### src/rtl/mem_arb_pkg.sv
// rtl/mem_arb_pkg.sv - shared types and helpers for the round-robin memory arbiter
package mem_arb_pkg;

    // Sequencer states: sweep memory to a constant, then serve client traffic
    typedef enum logic {
        CLEAR = 1'b0,
        SERVE = 1'b1
    } arb_state_t;

    // Address width for a given depth; a one-word memory still needs one bit
    function automatic int addr_w_of(input int depth);
        return (depth <= 1) ? 1 : $clog2(depth);
    endfunction

endpackage

### src/rtl/mem_rr_arbiter_if.sv
// rtl/mem_rr_arbiter_if.sv - per-requester request/response bundle
interface mem_rr_arbiter_if #(
    parameter int WIDTH  = 5,
    parameter int ADDR_W = 2
);
    logic              valid;
    logic              ready;
    logic              wen;
    logic [ADDR_W-1:0] addr;
    logic [WIDTH-1:0]  wdata;
    logic              rsp_valid;
    logic [WIDTH-1:0]  rsp_rdata;

    // Client side drives requests and consumes responses
    modport master (
        output valid, wen, addr, wdata,
        input  ready, rsp_valid, rsp_rdata
    );

    // Arbiter side accepts requests and produces responses
    modport slave (
        input  valid, wen, addr, wdata,
        output ready, rsp_valid, rsp_rdata
    );
endinterface

### src/rtl/rr_arb2.sv
// rtl/rr_arb2.sv - two-way round-robin grant with a favoured-requester pointer
module rr_arb2 (
    input  logic clk,
    input  logic rst_n,
    input  logic en,
    input  logic req0,
    input  logic req1,
    output logic gnt0,
    output logic gnt1,
    output logic ptr
);

    // A lone requester always wins; on contention the pointer picks the winner
    always_comb begin
        gnt0 = en & req0 & (~req1 | ~ptr);
        gnt1 = en & req1 & (~req0 |  ptr);
    end

    // After a grant the other requester becomes favoured; idle cycles hold
    always_ff @(posedge clk or negedge rst_n) begin
        if (!rst_n) begin
            ptr <= 1'b0;
        end else if (gnt0) begin
            ptr <= 1'b1;
        end else if (gnt1) begin
            ptr <= 1'b0;
        end
    end

endmodule

### src/rtl/mem_rr_arbiter.sv
// rtl/mem_rr_arbiter.sv - two-client round-robin sequencer in front of coreir_mem
module mem_rr_arbiter
    import mem_arb_pkg::*;
#(
    parameter int             WIDTH          = 5,
    parameter int             DEPTH          = 4,
    parameter int             CLEAR_ON_RESET = 1,
    parameter logic [WIDTH-1:0] CLEAR_VALUE  = '0,
    localparam int            ADDR_W         = addr_w_of(DEPTH)
) (
    input  logic              clk,
    input  logic              rst_n,
    mem_rr_arbiter_if.slave   req0,
    mem_rr_arbiter_if.slave   req1,
    output logic              mem_wen,
    output logic [ADDR_W-1:0] mem_waddr,
    output logic [WIDTH-1:0]  mem_wdata,
    output logic [ADDR_W-1:0] mem_raddr,
    input  logic [WIDTH-1:0]  mem_rdata,
    output logic              init_done
);

    arb_state_t        state;
    logic [ADDR_W-1:0] clr_cnt;
    logic              gnt0;
    logic              gnt1;
    logic              rr_ptr;
    logic              any_gnt;
    logic              op_wen;
    logic [ADDR_W-1:0] op_addr;
    logic [WIDTH-1:0]  op_wdata;
    logic              rd0_fire;
    logic              rd1_fire;
    logic              rsp0_valid_q;
    logic              rsp1_valid_q;
    logic [WIDTH-1:0]  rsp0_rdata_q;
    logic [WIDTH-1:0]  rsp1_rdata_q;

    rr_arb2 u_rr_arb2 (
        .clk   (clk),
        .rst_n (rst_n),
        .en    (state == SERVE),
        .req0  (req0.valid),
        .req1  (req1.valid),
        .gnt0  (gnt0),
        .gnt1  (gnt1),
        .ptr   (rr_ptr)
    );

    // Sequencer: sweep every word once after reset, then serve forever
    always_ff @(posedge clk or negedge rst_n) begin
        if (!rst_n) begin
            state     <= (CLEAR_ON_RESET != 0) ? CLEAR : SERVE;
            clr_cnt   <= '0;
            init_done <= (CLEAR_ON_RESET == 0);
        end else begin
            case (state)
                CLEAR: begin
                    clr_cnt <= clr_cnt + 1'b1;
                    if (clr_cnt == ADDR_W'(DEPTH - 1)) begin
                        state     <= SERVE;
                        init_done <= 1'b1;
                    end
                end
                default: begin
                    init_done <= 1'b1;
                end
            endcase
        end
    end

    // Select the granted requester's operation fields
    always_comb begin
        any_gnt  = gnt0 | gnt1;
        op_wen   = gnt1 ? req1.wen   : req0.wen;
        op_addr  = gnt1 ? req1.addr  : req0.addr;
        op_wdata = gnt1 ? req1.wdata : req0.wdata;
        rd0_fire = gnt0 & ~req0.wen;
        rd1_fire = gnt1 & ~req1.wen;
    end

    // Memory port drive: sweep writes, granted write, granted read, else all zero
    always_comb begin
        mem_wen   = 1'b0;
        mem_waddr = '0;
        mem_wdata = '0;
        mem_raddr = '0;
        if (state == CLEAR) begin
            mem_wen   = 1'b1;
            mem_waddr = clr_cnt;
            mem_wdata = CLEAR_VALUE;
        end else if (any_gnt && op_wen) begin
            mem_wen   = 1'b1;
            mem_waddr = op_addr;
            mem_wdata = op_wdata;
        end else if (any_gnt) begin
            mem_raddr = op_addr;
        end
    end

    // Register read data for one-cycle response pulses; data holds between reads
    always_ff @(posedge clk or negedge rst_n) begin
        if (!rst_n) begin
            rsp0_valid_q <= 1'b0;
            rsp1_valid_q <= 1'b0;
            rsp0_rdata_q <= '0;
            rsp1_rdata_q <= '0;
        end else begin
            rsp0_valid_q <= rd0_fire;
            rsp1_valid_q <= rd1_fire;
            if (rd0_fire) begin
                rsp0_rdata_q <= mem_rdata;
            end
            if (rd1_fire) begin
                rsp1_rdata_q <= mem_rdata;
            end
        end
    end

    assign req0.ready     = gnt0;
    assign req1.ready     = gnt1;
    assign req0.rsp_valid = rsp0_valid_q;
    assign req1.rsp_valid = rsp1_valid_q;
    assign req0.rsp_rdata = rsp0_rdata_q;
    assign req1.rsp_rdata = rsp1_rdata_q;

endmodule

### src/flat_wrapper.sv
// flat-port wrapper written by rule: the top's interface ports become plain ports
module mem_rr_arbiter_flat import mem_arb_pkg::*;
#(
    parameter int             WIDTH          = 5,
    parameter int             DEPTH          = 4,
    parameter int             CLEAR_ON_RESET = 1,
    parameter logic [WIDTH-1:0] CLEAR_VALUE  = '0,
    localparam int            ADDR_W         = addr_w_of(DEPTH)
)
  (clk, rst_n, mem_wen, mem_waddr, mem_wdata, mem_raddr, mem_rdata, init_done, req0_valid, req0_wen, req0_addr, req0_wdata, req0_ready, req0_rsp_valid, req0_rsp_rdata, req1_valid, req1_wen, req1_addr, req1_wdata, req1_ready, req1_rsp_valid, req1_rsp_rdata);
  mem_rr_arbiter_if #(.WIDTH(WIDTH), .ADDR_W((2))) req0_i ();
  mem_rr_arbiter_if #(.WIDTH(WIDTH), .ADDR_W((2))) req1_i ();
  input  logic clk;
  input  logic rst_n;
  output logic mem_wen;
  output logic [ADDR_W-1:0] mem_waddr;
  output logic [WIDTH-1:0] mem_wdata;
  output logic [ADDR_W-1:0] mem_raddr;
  input  logic [WIDTH-1:0] mem_rdata;
  output logic init_done;
  input wire logic [$bits(req0_i.valid)-1:0] req0_valid;
  input wire logic [$bits(req0_i.wen)-1:0] req0_wen;
  input wire logic [$bits(req0_i.addr)-1:0] req0_addr;
  input wire logic [$bits(req0_i.wdata)-1:0] req0_wdata;
  output wire logic [$bits(req0_i.ready)-1:0] req0_ready;
  output wire logic [$bits(req0_i.rsp_valid)-1:0] req0_rsp_valid;
  output wire logic [$bits(req0_i.rsp_rdata)-1:0] req0_rsp_rdata;
  input wire logic [$bits(req1_i.valid)-1:0] req1_valid;
  input wire logic [$bits(req1_i.wen)-1:0] req1_wen;
  input wire logic [$bits(req1_i.addr)-1:0] req1_addr;
  input wire logic [$bits(req1_i.wdata)-1:0] req1_wdata;
  output wire logic [$bits(req1_i.ready)-1:0] req1_ready;
  output wire logic [$bits(req1_i.rsp_valid)-1:0] req1_rsp_valid;
  output wire logic [$bits(req1_i.rsp_rdata)-1:0] req1_rsp_rdata;
  assign req0_i.valid = req0_valid;
  assign req0_i.wen = req0_wen;
  assign req0_i.addr = req0_addr;
  assign req0_i.wdata = req0_wdata;
  assign req0_ready = req0_i.ready;
  assign req0_rsp_valid = req0_i.rsp_valid;
  assign req0_rsp_rdata = req0_i.rsp_rdata;
  assign req1_i.valid = req1_valid;
  assign req1_i.wen = req1_wen;
  assign req1_i.addr = req1_addr;
  assign req1_i.wdata = req1_wdata;
  assign req1_ready = req1_i.ready;
  assign req1_rsp_valid = req1_i.rsp_valid;
  assign req1_rsp_rdata = req1_i.rsp_rdata;
  mem_rr_arbiter #(.WIDTH(WIDTH), .DEPTH(DEPTH), .CLEAR_ON_RESET(CLEAR_ON_RESET), .CLEAR_VALUE(CLEAR_VALUE)) u_core (.clk(clk), .rst_n(rst_n), .req0(req0_i), .req1(req1_i), .mem_wen(mem_wen), .mem_waddr(mem_waddr), .mem_wdata(mem_wdata), .mem_raddr(mem_raddr), .mem_rdata(mem_rdata), .init_done(init_done));
endmodule
### config.mk
export PLATFORM = sky130hd
export DESIGN_NAME = mem_rr_arbiter_flat
export DESIGN_NICKNAME = d
export VERILOG_FILES = /design/src/rtl/mem_arb_pkg.sv /design/src/rtl/mem_rr_arbiter_if.sv /design/src/rtl/rr_arb2.sv /design/src/rtl/mem_rr_arbiter.sv /design/src/flat_wrapper.sv
export SDC_FILE = /design/constraint.sdc
export NUM_CORES = 1
export LEC_CHECK = 0
export ABC_AREA = 1
export CAP_MARGIN = 20
export CORE_AREA = 3 3 58 60
export CTS_CLUSTER_DIAMETER = 120
export CTS_CLUSTER_SIZE = 24
export DETAILED_ROUTE_END_ITERATION = 16
export DIE_AREA = 0 0 61 63
export GPL_TIMING_DRIVEN = 0
export PLACE_DENSITY = 0.84
export REMOVE_ABC_BUFFERS = 1
export SKIP_LAST_GASP = 1
export SYNTH_ARGS = -nofsm -noshare
export SYNTH_HDL_FRONTEND = slang
export SYNTH_SLANG_ARGS = --single-unit
### constraint.sdc
create_clock -name clk -period 1.4 [get_ports clk]
set_input_delay 0.42 -clock clk [delete_from_list [all_inputs] [get_ports clk]]
set_output_delay 0.42 -clock clk [all_outputs]
set_load 0.05 [all_outputs]
---- After elaboration in Yosys (flattened, before gate mapping) ----
Cells that the tools add are included.
word-level totals
  register bits after elaboration ......... 17
  logic and storage cells ................. 45
  input port bits ......................... 25
  output and inout port bits .............. 25
operators by class
  reductions and logical operators ........ 3
  add/sub/neg operators ................... 1
  muxes and demuxes ....................... 18
  eq/ne operators ......................... 1
  bitwise gates (word level) .............. 14
operators with widths
  kind                 number
  $mux 5               3
  $mux 2               6
  $mux 1               9
  $and 1x1->1          6
  $not 1->1            5
  $reduce_bool 2->1    2
  $or 1x1->1           3
  $add 2x1->2 const B  1
  $eq 2x2->1 const B   1
  $logic_and 1x1->1    1

---- Longest topological paths before layout ----
Gate-level depths: netlist of run 1.
  depth in word-level cells ............... 7
  depth in mapped cells ................... 9
  depth with buffers taken out ............ 8

---- Cells and area by module ----
From an unflattened synthesis of run 1, not the netlist that was laid out.
second synthesis, totals
  cell total of the unflattened synthesis .. 117
  area, all modules ....................... 892.1 um^2
by module, submodules not included
  module          sequential area each (um^2)  times used  cells each  area an instance (um^2)
  mem_rr_arbiter  400.4                        1           106         828.3
  rr_arb2         25.0                         1           11          63.8

---- Least setup slack after synthesis of run 1 ----
OpenSTA, ideal clock, no wires.
  path kind ............................... flip-flop to output port
  start point ............................. reg u_core.state
  end point ............................... out mem_wdata[1]
  cell stages (with the launch flop) ...... 10
  data required time ...................... 0.980 ns
  path slack .............................. -0.652 ns
  path buffers ............................ 2
  data arrival time ....................... 1.632 ns
  path through ............................ dfrtp_1 buf_6 nand2_4 inv_4 nand2_4 inv_6 buf_8 nand2_2 o21ai_2 nor2_1
between the ends
  cells in the longest elaborated chain, start to end .. 6
  elaborated cells between the ends (all ways) .. 10
  those cells by class .................... mux: 4; bitwise: 5; reduce/logical: 1
RTL lines
  item                                         line                                        source
  start, declared                              mem_rr_arbiter.sv:23                        arb_state_t state;
  start signal, assigned                       mem_rr_arbiter.sv:53                        state <= (CLEAR_ON_RESET != 0) ? CLEAR : SERVE;
  $and 1x1->1 * (2 in series)                  rr_arb2.sv:16                               gnt1 = en & req1 & (~req0 | ptr);
  net req1_ready                               flat_wrapper.sv:32                          output wire logic [$bits(req1_i.ready)-1:0] req1_ready;
  $or 1x1->1 / $mux 1 (equally long branches)  mem_rr_arbiter.sv:74, mem_rr_arbiter.sv:75
  $logic_and 1x1->1                            mem_rr_arbiter.sv:92                        end else if (any_gnt && op_wen) begin
  $mux 5 *                                     mem_rr_arbiter.sv:92
  $mux 5 *                                     mem_rr_arbiter.sv:88                        if (state == CLEAR) begin
  end, declared                                flat_wrapper.sv:17                          output logic [WIDTH-1:0] mem_wdata;
Mark *: on every way through the listed nets, which the timed path passes. The rest lies on a longest branch.

---- Worst setup path after layout of run 1 ----
  start point ............................. in req0_wen
  end point ............................... out mem_wdata[0]
between the ends
  cells in the longest elaborated chain, start to end .. 4
RTL lines
  item               line                  source
  start, declared    flat_wrapper.sv:22    input wire logic [$bits(req0_i.wen)-1:0] req0_wen;
  $mux 1             mem_rr_arbiter.sv:75  op_wen = gnt1 ? req1.wen : req0.wen;
  $logic_and 1x1->1  mem_rr_arbiter.sv:92
  $mux 5             mem_rr_arbiter.sv:92
  $mux 5             mem_rr_arbiter.sv:88
Every way passes these cells.

==> results of run 1 <==
-- power groups by stage --
stage	Clock, mW	Combinational (mW)	Sequential, mW
after floorplan	0	0.301	0.790
after global placement	0	0.776	0.591
after detailed placement	0	0.790	0.592
after CTS	0.267	0.828	0.581
after global routing	0.287	0.918	0.589
final	0.256	0.865	0.581
-- repair_timing --
| item | 4_1_cts | 5_1_grt |
|---|---|---|
| endpoints found under the setup margin | 34 | 18 |
| setup buffers | 9 | 1 |
| gates resized for setup | 174 | 13 |
| pin swaps | 4 | 8 |
-- worst max-delay path, delay by kind of cell --
family / cells / cell delay, ns
simple gates: 4 / 0.40
buf+inv: 2 / 0.71
-- cells in the final DEF (no fill, tap or decap) --
| cell | instances |
|---|---|
| nor2_1 | 1 |
| inv_6 | 1 |
| nand2_4 | 6 |
| xnor2_1 | 1 |
| inv_1 | 16 |
| a21oi_2 | 1 |
| clkbuf_4 | 4 |
| nor2_2 | 2 |
| buf_12 | 1 |
| ha_1 | 1 |
| nand2_8 | 3 |
| nand3_2 | 1 |
| nand3_1 | 4 |
| inv_4 | 1 |
| clkdlybuf4s15_1 | 1 |
| nor2_4 | 5 |
| inv_12 | 1 |
| or2_2 | 1 |
| dlygate4sd2_1 | 1 |
| nand2_2 | 8 |
| buf_2 | 12 |
| o21ai_2 | 15 |
| buf_6 | 8 |
| o21bai_1 | 1 |
| buf_4 | 8 |
| buf_8 | 5 |
| nand2_1 | 22 |
| dfrtp_1 | 16 |
| dfrtp_2 | 1 |
| inv_2 | 1 |
| clkdlybuf4s50_1 | 22 |
| clkinv_2 | 1 |
-- logic make-up (layout without fill, tap and decap cells) --
kind of cell    Yosys count  after routing  synth area share
compound gates           17             17            0.1486
xor+xnor                  1              1          0.008818
fa+ha+maj                 1              1           0.01259
buf+inv                  24             83            0.1322
flops                    17             17            0.4282
simple gates             53             53            0.2695
-- routing by layer --
metal	vias up	track usage	wire length (microns)
li1	458	-	-
met1	419	0.1688	1023
met4	0	0.02439	21
met2	33	0.2660	1482
met3	2	0.01860	117
met5	-	0	0
-- area by class of cell --
cell class,count,area share
clock buffer,3,0.01340
clock inverter,1,0.002978
inverter,20,0.05659
multi-input combinational,72,0.3202
sequential,17,0.2539
tap,33,0.02457
timing repair buffer,59,0.3284
-- sequential cells by signal, indices dropped and copies added, names as in the netlist --
register / cells
u_core.req1.rsp_valid: 1
u_core.req0.rsp_rdata: 5
u_core.clr_cnt: 2
u_core.req0.rsp_valid: 1
u_core.u_rr_arb2.ptr: 1
u_core.init_done: 1
u_core.state: 1
u_core.req1.rsp_rdata: 5
-- final timing paths --
| path | from | to | slack, ns | cells past startpoint |
|---|---|---|---|---|
| min in group asynchronous | rst_n | u_core.req0.rsp_rdata[4] | 0.56 | 1 |
| max in group asynchronous | rst_n | u_core.state | 0.34 | 1 |
| worst min register to register | u_core.req0.rsp_rdata[3] | u_core.req0.rsp_rdata[3] | 0.48 | 2 |
| worst min-delay path | u_core.req0.rsp_rdata[3] | u_core.req0.rsp_rdata[3] | 0.48 | 2 |
| worst max-delay path | req0_wen | mem_wdata[0] | -0.55 | 6 |
| worst max register to register | u_core.u_rr_arb2.ptr | u_core.req0.rsp_rdata[0] | 0.01 | 6 |
==> impl_metrics.toml, run 1 <==
[placed_design]
dp_cells = 191
io_buffer_count = 49
place_congestion = 0.7698
pre_cts_slack_ns = -1.424
placed_area_sq_mm = 0.001476
dp_hpwl_mm = 1.890

[timing]
slew_viol_final = 0
fin_crit_ns = 1.951
setup_violations = 12
rsz0062_at_grt = "true"
fmax_mhz = 512.5
post-route-period-util = 1.394
slew_headroom = 0.5099
hold_slack_ns = 0.4819
skew_ns = 0.001140
tightest_slew_ns = 0.7329
setup_ws_ns = -0.5511
fin_setup_tns_ns = -6.020
hold_viol = 0

[floorplanning]
rows = 20
ioPinCount = 50
initial_utilization = 0.3336
die_h_microns = 63
dieWidth_microns = 61
dieArea_sq_mm = 0.003843
coreArea_sq_mm = 0.002978

[power_and_ir_drop]
power.density_mw_per_mm2 = 1013
p_switching_mw = 0.7454
p_int_mw = 0.9563
leakagePower_nw = 0.8546
finalPower_mw = 1.702
p_sw_frac = 0.4380
max-vdd-ir-drop_uv = 672.9
pwr-share-comb = 0.508
power.share.clock = 0.151
power_frac_seq = 0.341

[cts]
cts_hold_buf = 0
clkLatencyLatePin_ns = 0.29
cts.htree.levels = 1
ctsLongestPathBuffers = 2
clkTransAtPathRegs_ns = 0.09
cts_buffers = 3
cts_tree = "done"
clockRootBuffer = "clkbuf_4"
cts.sinks = 17

[worst_setup_path]
cpMaxStageDelayCell = "clkdlybuf4s50_1"
cp_data_arrival_time_ns = 1.53
cp.required_ns = 0.98
critPathMaxFanout = 7
critPathKind = "in -> out"
endpoint_kind = "output port"
cp_slowest_stage_delay_ns = 0.55
critPathLaunchType = "primary input"
cp_common_cell = "nand2_4"
path_cells = "clkdlybuf4s50_1 -> nand2_4 -> nand2_4 -> nand2_8 -> nor2_2 -> buf_6"

[yosys]
synth.top_cells.by_count = "nand2_1, dfrtp_1, inv_1"
synth_top_area_frac = 0.4282
synth_flop_cell = "dfrtp_1"
synth_edf_count = 0
synth_area_leader_cell = "dfrtp_1"
syn-cell-area_sq_um = 993.5
syn_inst = 113
yosysWarnings = 0
synth_seq_cells = 17
yosysMostFrequentCell = "nand2_1"
async_flop_share = 1.000
yosysSeqAreaShare = 0.4282
avgSynthCellArea_sq_um = 8.792
yosysUniqueCellTypes = 19
synth.area.top_cells = "dfrtp_1, o21ai_2, nand2_1, nand2_2, inv_1"

[finish]
fill_cells = 280
syn_to_final_growth_pct = 69.14
layout.nets = 199
instances_no_fill = 205
diodes = 0
drive_gt1_frac = 0.5000
regArea_sq_um = 426.7
post-route-util = 0.5643
multi_input_area_sq_um = 538.0
design_area_sq_mm = 0.001680

[run_status]
outcome = "finished with violations"
violations = "setup timing"

[detailed_routing]
wl_mm = 2.645
vias = 912
ant_nets = 0
drt_iter0_markers = 20
via_per_inst = 4.449
first_pass_iters = 2
wl_per_cell_microns = 12.90
drc_errors = 0

[global_route]
grt_pass1_wl_mm = 4.257
grt.overflow.total = 0
grt_max_degree = 18
grt_use_total = 0.1427
antenna_found_initial = 0
grt_pass1_vias = 975

[run]
maxCapViolations = 0

[hold_path]
holdCritPathClass = "reg -> reg"
Power figures use the tool's default switching activity.
==> run 2: changes to the inputs <==
GPL_ROUTABILITY_DRIVEN = 0   (was default)
==> results of run 2 <==
Same layout as run 1: the final DEF is identical, and so are final timing and power.
==> run 3: changes to the inputs <==
CTS_CLUSTER_DIAMETER = default   (was 120)
CTS_CLUSTER_SIZE = default   (was 24)
TNS_END_PERCENT = 10   (was default)
==> run 3 against run 2 <==
The run still ends with setup timing left. Cell area increased by 0.30%. Flip-flop and latch count unchanged. Clock power about the same. Non-clock buffer count decreased by 3. Critical path depth unchanged. Critical path type unchanged.
==> impl_metrics.toml, run 3 (same netlist as run 1, synthesis figures left out) <==
[global_route]
grt_pass1_vias = 967
grt_pass1_wl_mm = 4.209
antenna_found_initial = 0
grt_use_total = 0.1415
grt.overflow.total = 0
grt_max_degree = 18

[power_and_ir_drop]
leakagePower_nw = 0.8140
finalPower_mw = 1.725
max-vdd-ir-drop_uv = 722.9
power.density_mw_per_mm2 = 1023

[detailed_routing]
via_per_inst = 4.485
wl_per_cell_microns = 13.06
ant_nets = 0
drt_iter0_markers = 25
first_pass_iters = 4
vias = 906
wl_mm = 2.639
drc_errors = 0

[finish]
diodes = 0
syn_to_final_growth_pct = 69.65
mostFrequentLayoutCells = "clkdlybuf4s50_1, nand2_1, inv_1, dfrtp_1, o21ai_2"
final_common_cell = "clkdlybuf4s50_1"
multi_input_area_sq_um = 534.3
fill_cells = 280
layout.nets = 196
drive_gt1_frac = 0.4260
regArea_sq_um = 426.7
design_area_sq_mm = 0.001685

[cts]
clkLatencyLatePin_ns = 0.29
cts_hold_buf = 0
cts.htree.levels = 1
clkTransAtPathRegs_ns = 0.09
clockRootBuffer = "clkbuf_4"
ctsLongestPathBuffers = 2
cts_buffers = 3
cts.sinks = 17
cts_tree = "done"

[timing]
post-route-period-util = 1.387
rsz0062_at_grt = "true"
setup_ws_ns = -0.5421
hold_viol = 0
setup_violations = 25
skew_ns = 0.001491
fmax_mhz = 514.9
slew_headroom = 0.5048
slew_viol_final = 0
fin_crit_ns = 1.942
tightest_slew_ns = 0.7405

[floorplanning]
dieWidth_microns = 61
dieArea_sq_mm = 0.003843
coreArea_sq_mm = 0.002978
ioPinCount = 50
initial_utilization = 0.3336
die_h_microns = 63
rows = 20

[worst_setup_path]
cp_slowest_stage_delay_ns = 0.50
r2r_start = "u_core.u_rr_arb2.ptr"
critPathLaunchType = "primary input"
cpMaxStageDelayCell = "clkdlybuf4s50_1"
timing.rr.end = "u_core.req0.rsp_rdata[0]"
endpoint_kind = "output port"
path_cells = "clkdlybuf4s50_1 -> nand3_2 -> nand2_4 -> nand2_8 -> nor2_4 -> buf_8"
cp.required_ns = 0.98
cp_data_arrival_time_ns = 1.52
r2r_cells = 6
r2r_slack_ns = 0.05
critPathKind = "in -> out"
cp_top_family = "buffers and inverters"
critPathLaunch = "req1_wen"
cp.buffers_inverters = 2
critPathMaxFanout = 7

[hold_path]
min_to = "u_core.req0.rsp_rdata[3]"
whs_path_depth = 2
min-delay-start = "u_core.req0.rsp_rdata[3]"
holdCritPathClass = "reg -> reg"

[run]
maxCapViolations = 0

[placed_design]
dp_hpwl_mm = 1.890
placed_area_sq_mm = 0.001476
io_buffer_count = 49

[run_status]
violations = "setup timing"
outcome = "finished with violations"
run 3: routing by layer:
layer	wire length (microns)	track usage
met1	990	0.1611
met3	151	0.02479
met2	1478	0.2660
met5	0	0
met4	19	0.02439
run 3: report_power, final:
part	leakage, nW	internal (mW)	switching, mW
Combinational	0.589	0.326	0.558
Clock	0.0177	0.106	0.151
Sequential	0.207	0.550	0.0336
Total	0.814	0.982	0.742
run 3: through the flow:
step	hold WS [ns]	TNS [ns]	setup slack [ns]	std cells	utilization
6_report	0.4861	-12.41	-0.5421	202	0.5660
5_1_grt	0.5151	-14.00	-0.6133	202	0.5660
4_1_cts	0.4913	-12.49	-0.5383	201	0.5395
3_5_place_dp	0.4673	-22.19	-1.424	191	0.4958
3_3_place_gp	0.4583	-20.87	-1.372	191	0.4958
2_1_floorplan	0.1244	-6.247	-0.6028	109	-
run 3: area by class of cell:
cell class	count	area share
timing repair buffer	56	0.3356
clock inverter	1	0.002970
tap	33	0.02450
sequential	17	0.2532
multi-input combinational	72	0.3170
clock buffer	3	0.01336
inverter	20	0.05345
run 3: worst max-delay path by stage:
stage / cells after the start / end / slack (ns)
after floorplan: 8 / mem_raddr[0] / -0.60
after global placement: 10 / mem_raddr[0] / -1.37
after detailed placement: 10 / mem_raddr[0] / -1.42
after CTS: 9 / mem_raddr[0] / -0.54
after global routing: 8 / mem_waddr[0] / -0.61
final: 6 / mem_wdata[4] / -0.54
run 3: worst reg2reg max path, stage by stage (launching register included):
cell and delay (ns):
dfrtp_1 0.40, buf_4 0.13, buf_4 0.12, a21oi_2 0.19, nand2_2 0.21, nand2_1 0.14, o21ai_2 0.06
run 3: what timing repair did:
item	in CTS	in global routing
pin swaps	4	10
gates resized for setup	92	21
gates cloned	0	0
setup buffers	6	1
endpoints found under the hold margin	0	0
endpoints found under the setup margin	34	25
==> edit (flow settings as in run 2) <==
`WIDTH` is set to 5 in 3 places; all go to 4.
--- a/src/rtl/mem_rr_arbiter_if.sv
+++ b/src/rtl/mem_rr_arbiter_if.sv
@@ -2,3 +2,3 @@
 interface mem_rr_arbiter_if #(
-    parameter int WIDTH  = 5,
+    parameter int WIDTH  = 4,
     parameter int ADDR_W = 2
--- a/src/rtl/mem_rr_arbiter.sv
+++ b/src/rtl/mem_rr_arbiter.sv
@@ -4,3 +4,3 @@
 #(
-    parameter int             WIDTH          = 5,
+    parameter int             WIDTH          = 4,
     parameter int             DEPTH          = 4,
--- a/src/flat_wrapper.sv
+++ b/src/flat_wrapper.sv
@@ -3,3 +3,3 @@
 #(
-    parameter int             WIDTH          = 5,
+    parameter int             WIDTH          = 4,
     parameter int             DEPTH          = 4,
Ports: changed (6 resized); port bits go from 50 to 44. The function was not compared with the original's and may differ.
==> edit against run 2 <==
- the run still ends with negative setup slack left
- clock skew rose by 0.0055 ns
- critical path depth rose by 3
- final area fell by 15%
- power fell by 16%
- critical endpoint is now mem_raddr[0]
- sequential cell count fell by 2
- area after synthesis fell by 18%
- routed wire length fell by 21%
- die area did not move
- final cell count fell by 9.8%
- core utilization fell by 8.2 points
- setup slack improved by 0.035 ns
==> edit: results (changes against run 2) <==
- status: complete, but fails checks
- violated checks: negative setup slack
- Fin Setup TNS: -4.79 ns, +1.23 ns
- worst setup slack after layout: -0.516 ns, +0.0346 ns
- Port Buf Inserts: 43, -12%
- Reg2Reg Depth: 5, -1
- Fin Hold WS: 0.473 ns, -0.00908 ns
- leakage power figure: 0.757 nW, -11%
- 1st-iter DRT viols: 16, -20%
- Cells after DPL: 174, -8.9%
- maximum ir drop on the vdd rail: 0.466 mV, -31%
- biggest cell delay along the critical path: 0.30 ns, -0.25 ns
- pin count of the biggest net entering global routing: 16, -2
- WHS Path Cells: 1, -1
- worst-case register-to-register setup slack: 0.15 ns, +0.14 ns
- number of distinct library cell variants in the gate-level netlist after synthesis: 18, -1
- Final Skew: 0.00659 ns, +0.00545 ns
- Mapped Avg Cell Area: 8.12 um2, -7.6%
- number of filler instances in the final layout: 274, -2.1%
- fraction of layout cells with a size suffix above 1: 42.1%, -7.9 points
- first-pass GRT wire length: 3180 um, -25%
- family with the most delay on the worst path: simple AND/OR/NAND/NOR gates
- slew of the pin with the lowest slew margin: 0.654 ns, -0.0791 ns
- final number of setup-violating endpoints: 11, -1
- total track usage: 10.5%, -3.7 points
## edit: cell count changes after synthesis, sizes merged
cell   before  now
buf         4    2
nand2      39   36
inv        20   18
o21ai      15   12
dfrtp      17   15
nor2        8    7
## edit: final timing paths
kind	startpoint	endpoint
setup / recovery	req0_valid	mem_raddr[0]
hold / removal	u_core.init_done	u_core.init_done
setup reg to reg	u_core.state	u_core.init_done
hold reg to reg	u_core.init_done	u_core.init_done
max in group asynchronous	rst_n	u_core.state
min in group asynchronous	rst_n	u_core.req0.rsp_rdata[0]
## edit: layer usage
metal | wire length, um | global-route usage, %
met3 | 123 | 2.89
met5 | 0 | 0
met4 | 10 | 3.25
met1 | 863 | 13.8
met2 | 1080 | 16.6
## edit: cell type report
class | instances | area (um2) | share of cell area, %
clock buffer | 3 | 22.5 | 1.57
multi-input combinational | 65 | 442 | 30.7
clock inverter | 1 | 5.00 | 0.348
sequential | 15 | 377 | 26.2
tap | 33 | 41.3 | 2.87
timing repair buffer | 50 | 472 | 32.8
inverter | 18 | 77.6 | 5.40
## edit: power by group
group	internal [mW]	switching, mW
Combinational	0.232	0.457
Clock	0.106	0.131
Sequential	0.482	0.0244
## edit: logic make-up (layout without fill, tap and decap cells)
family                   Yosys count  after routing  share of synthesized area [%]
AO/OA/AOI/OAI                     14             14                           9.40
XOR/XNOR                           1              1                           1.08
adder cells (fa/ha/maj)            1              1                           1.54
buffers and inverters             20             72                           12.2
flip-flops                        15             15                           46.2
AND/OR/NAND/NOR                   49             49                           29.6
## edit: timing repair
action                     CTS  global route
setup endpoints to repair   22            11
pin swaps                    3            10
setup buffers                1             6
resized for setup          148            26
